## src/rtl/pipe_skid_reg.sv

```systemverilog
// Two-entry skid buffer between pipeline stages: main register feeds downstream,
// skid register catches the beat accepted while the downstream stalls.
module pipe_skid_reg #(
  parameter int WIDTH = 32
) (
  input  logic             clk,
  input  logic             rst,
  input  logic             in_valid,
  output logic             in_ready,
  input  logic [WIDTH-1:0] in_data,
  output logic             out_valid,
  input  logic             out_ready,
  output logic [WIDTH-1:0] out_data,
  input  logic             flush,
  output logic [1:0]       count
);

  typedef enum logic [1:0] {
    EMPTY = 2'd0,
    ONE   = 2'd1,
    TWO   = 2'd2
  } state_t;

  state_t           state;
  logic [WIDTH-1:0] main_q;
  logic [WIDTH-1:0] skid_q;
  logic             in_xfer;
  logic             out_xfer;

  assign out_valid = (state != EMPTY);
  assign out_data  = main_q;
  assign in_xfer   = in_valid && in_ready;
  assign out_xfer  = out_valid && out_ready;

  always_comb begin
    count = 2'd0;
    case (state)
      ONE:     count = 2'd1;
      TWO:     count = 2'd2;
      default: count = 2'd0;
    endcase
  end

  // in_ready is its own flop, written alongside every state change so it
  // always equals (state != TWO) without a combinational path.
  always_ff @(posedge clk or posedge rst) begin
    if (rst) begin
      state    <= EMPTY;
      in_ready <= 1'b1;
      main_q   <= '0;
      skid_q   <= '0;
    end else if (flush) begin
      state    <= EMPTY;
      in_ready <= 1'b1;
    end else begin
      case (state)
        EMPTY: begin
          if (in_xfer) begin
            main_q <= in_data;
            state  <= ONE;
          end
        end
        ONE: begin
          if (in_xfer && out_xfer) begin
            main_q <= in_data;
          end else if (in_xfer) begin
            skid_q   <= in_data;
            state    <= TWO;
            in_ready <= 1'b0;
          end else if (out_xfer) begin
            state <= EMPTY;
          end
        end
        TWO: begin
          if (out_xfer) begin
            main_q   <= skid_q;
            state    <= ONE;
            in_ready <= 1'b1;
          end
        end
        default: begin
          state    <= EMPTY;
          in_ready <= 1'b1;
        end
      endcase
    end
  end

endmodule

```

## config.mk

```make
export PLATFORM = sky130hd
export DESIGN_NAME = pipe_skid_reg
export DESIGN_NICKNAME = d
export VERILOG_FILES = /design/src/rtl/pipe_skid_reg.sv
export SDC_FILE = /design/constraint.sdc
export NUM_CORES = 1
export LEC_CHECK = 0
export ABC_AREA = 1
export CORE_MARGIN = 1.5
export CORE_UTILIZATION = 50
export DETAILED_ROUTE_END_ITERATION = 10
export GPL_ROUTABILITY_DRIVEN = 0
export GPL_TIMING_DRIVEN = 0
export PLACE_DENSITY = 0.79
export SETUP_SLACK_MARGIN = 0.1
export SLEW_MARGIN = 20
export SYNTH_ARGS = -nofsm -noshare
export SYNTH_HDL_FRONTEND = slang
export SYNTH_SLANG_ARGS = --single-unit
```

## constraint.sdc

```tcl
create_clock -name clk -period 5.34 [get_ports clk]
set_clock_uncertainty 0.15 [all_clocks]
set_input_delay 0.801 -clock clk [delete_from_list [all_inputs] [get_ports clk]]
set_output_delay 0.801 -clock clk [all_outputs]
set_load 0.05 [all_outputs]
```

## After elaboration in Yosys (flattened, before gate mapping)

Index checks and enable logic that the tools add are counted.

- Flip-flop bits (word level): 67
- Bits in latches: 0
- Bits in writable memories: 0
- Bits in read-only memories: 0
- Input bits: 37
- Output and inout port bits: 36
- Word-level logic and storage cells: 44
- Memories: 0

- $add $sub $neg: 0
- Multipliers: 0
- Divide/modulo/power cells: 0
- Order comparisons: 0
- Equality and inequality tests: 11
- Shifts and indexed selects: 0
- Muxes and demuxes: 17
- Bitwise logic cells: 2
- Reductions and logical operators: 10

Operators with widths:

| kind | number |
|---|---|
| $mux W32 | 3 |
| $pmux W32 S3 | 1 |
| $mux W2 | 6 |
| $ne A3 B3 Y1 const B | 4 |
| $reduce_and A4 Y1 | 3 |
| $ne A2 B2 Y1 const B | 4 |
| $pmux W2 S3 | 1 |
| $reduce_and A5 Y1 | 1 |
| $mux W1 | 4 |
| $ne A4 B4 Y1 const B | 1 |
| $pmux W2 S2 | 1 |
| $logic_and A1 B1 Y1 | 3 |
| $pmux W1 S3 | 1 |
| $reduce_bool A3 Y1 | 1 |
| $eq A2 B1 Y1 const B | 1 |
| $eq A2 B2 Y1 const B | 1 |
| $logic_not A2 Y1 | 1 |
| $not A1 Y1 | 2 |
| $reduce_bool A2 Y1 | 1 |

## Longest topological paths before layout

- Word-level depth: 7
- Gate-level depth with buffers: 9
- Depth with buffers taken out: 8

## Least setup slack after synthesis

Ideal clock, no wire load.

- Path type: register to output
- Start: reg state[0]
- End: out count[1]
- Data arrival time: 1028 ps
- Required time: 4389 ps
- Setup slack: 3361 ps
- Cell stages (with the launch flop): 5
- Buffers on the path: 1
- Cell sequence: dfrtp_1 inv_2 nand2_1 inv_2 buf_2

- Cells in the longest elaborated chain, start to end: 2
- Elaborated cells on any way between the ends: 3
- Those cells by class: eq/ne: 2; mux: 1

RTL lines:

| what | RTL line | RTL |
|---|---|---|
| start: declaration | 24 | `state_t state;` |
| start signal: assignment | 48 | `state <= EMPTY;` |
| start signal: assignment | 53 | `state <= EMPTY;` |
| start signal: assignment | 60 | `state <= ONE;` |
| $eq A2 B2 Y1 / $eq A2 B1 Y1 (equally long branches) | 37 | `case (state)` |
| $pmux W2 S2 (*) | 37 |  |
| end: declaration | 15 | `output logic [1:0] count` |

Mark *: on every way between the ends. The rest lies on a longest branch, timed or not.

## Final worst setup path

Same ends and word-level chain as after synthesis.

==> run metrics <==
register area share after synthesis 52.2%; Chip Height 83.2 um; Synth area leader dfrtp_1; top cells by area, synth dfrtp_1, nand2_1, nand4_1, nand3_1, buf_2; Initial Util 51.2%; CTS resizes 0; post-synthesis cell type count 18; 1st-iter DRT viols 296; Reg2Reg Depth 6; WL/cell 13.5 um; htree depth 3; core footprint 0.00628 mm2; Synth Area in Compound Gates 1.05%; Mean Syn Cell Area 7.63 um2; mux cell area share after synthesis 0%; max cap viols 0; post-layout util 67.4%; first-pass GRT wire length 13.7 mm; syn_nets 458; min Tclk post-route 3.23 ns; placed cells 571; R2R Path End out_data[9]$_DFFE_PP0P_; CP Capture Point count[1]; Post-DRT Antenna Nets 0; Setup CP Type register to primary output; final WL 7.95 mm; simple-gate share of the synthesized area 41.1%; DR vias 3078; Synth Area in Adders 0%; RSZ-0062 raised after global routing false; area growth from synthesis to layout 31.7%; gate count after technology mapping 421; gr usage total 25.0%; Fin. Hold Viols 0; CTS Buf Count 9; Critical Path Fanout Max 10; CTS clk-pin slew, worst paths 0.06 ns; initial antenna violation count 0; CTS tree done; fin area 0.00423 mm2; synthesized flop and latch total 67; Placed Area 0.00406 mm2; CTS root buf clkbuf_8; Critical Path RT 4.39 ns; Worst Setup Start Kind register; Yosys top cell area share 51.4%; Crit path arrival time 2.28 ns; Post-DP HPWL 5.61 mm; die width 83.2 um; overflow left after global routing 0; largest stage delay on the critical path 0.84 ns; HP Class register to register; dpl ws 2.51 ns; Residual DRC 0; Synth Area in XOR/XNOR 0%; Tot Pwr 2.46 mW; VDD IR-drop max 381 uV; CTS max path bufs 2; most frequent CP cell inv_2; synthesis warning total 0; Pins Over Slew Limit 0; vias in the first global route 2887; drt first pass iters 5; Leak 2.23 nW; CP cell instances inv_2 > nand2_1 > inv_2 > buf_2 > clkdlybuf4s50_1; hold buffer count at cts 0; Cell Rows 29; Port Buffers 72; setup TNS 0 ns; Worst R2R Setup Slack 3.42 ns; Critical Path End Type primary output; nets 542; layout cells sized above 1 9.80%; status finished clean; Mapped Area 0.00321 mm2; minimum hold slack 0.324 ns; CTS sink count 67; worst r2r src in_ready$_DFFE_PP1P_; Crit. Startpoint state[0]$_DFFE_PP0P_; Fmax 310 MHz; vias per cell 5.24; die area 0.00692 mm2; main combinational cell family by area after synthesis simple AND/OR/NAND/NOR gates; clk_lat worst skew 0.34 ns; post-CTS setup buffer count 0; Relative slew margins 65.9%; fin cells 587; final setup fails 0; fin worst setup slack 2.11 ns; slowest CP cell clkdlybuf4s50_1; largest net degree at the start of global routing 48; number of I/O pins 73; PwrDens 581 mW/mm2; Least-Margin Pin Slew 0.510 ns; final worst-path cycle share 60.5%; ant diodes 0
[worst min path at each step]
stage                      startpoint                endpoint  slack (ns)  cells after the start
2_1_floorplan   skid_q[0]$_DFFE_PP0P_   skid_q[0]$_DFFE_PP0P_        0.29                      2
3_3_place_gp    skid_q[5]$_DFFE_PP0P_   skid_q[5]$_DFFE_PP0P_        0.30                      2
3_5_place_dp    skid_q[9]$_DFFE_PP0P_   skid_q[9]$_DFFE_PP0P_        0.31                      2
4_1_cts        skid_q[16]$_DFFE_PP0P_  skid_q[16]$_DFFE_PP0P_        0.33                      2
5_1_grt        skid_q[16]$_DFFE_PP0P_  skid_q[16]$_DFFE_PP0P_        0.35                      2
6_report       skid_q[21]$_DFFE_PP0P_  skid_q[21]$_DFFE_PP0P_        0.32                      2
[logic make-up after synthesis]
logic type	count (synthesis)
and+or+nand+nor	314
DFF	67
buffers and inverters	35
AOI/OAI and AO/OA	5
[flip-flops by register name, indices dropped and copies added (netlist names)]
name      cells
out_data     32
skid_q       32
in_ready      1
state         2
[report_power, final]
group          internal, mW  total [mW]  switching, mW
logic                 0.397        1.22          0.821
clock network         0.179       0.371          0.192
registers             0.740       0.869          0.130
total                  1.31        2.46           1.14
[critical path: cells and delay by family (launching register included)]
kind | cells | cell delay [ns]
buffers and inverters | 4 | 1.36
and+or+nand+nor | 1 | 0.14
DFF | 1 | 0.44
[synthesized netlist by cell type]
cell and count:
inv_1 4, o21ai_0 1, a21oi_1 1, nand4_1 32, buf_2 21, inv_2 4
nor2_4 1, nand3_2 1, dfstp_2 1, buf_6 3, nor2_1 2, dfrtp_1 66
nand3_1 37, a21oi_2 1, clkbuf_1 3, o211ai_1 2, nand2_2 1, nand2_1 240
[area by class of cell]
cell class	instances	area, um2
multi-input combinational	319	1360
inverter	8	32.5
sequential	67	1680
timing repair buffer	73	748
tap	77	96.3
buffer	27	150
clock inverter	5	28.8
clock buffer	11	141
fill	534	2050
[layer usage]
layer  up-vias  GRT usage, %  wire, um
met5         -             0         0
met4         0          11.7       193
met3        17          4.37       496
met2       118          37.1      3690
met1      1423          35.9      3570
li1       1520             -         -
[placed cells by master (no fill, tap or decap), types with 4 or more instances in the layout]
cell	synthesis	routed
nand4_1	32	32
dfrtp_1	66	66
nand3_1	37	37
nand2_1	240	240
clkbuf_1	3	4
clkbuf_8	0	10
clkdlybuf4s50_1	0	72
buf_2	21	21
inv_2	4	4
clkinv_2	0	4
Note: power is estimated with default switching activity, not from simulation.
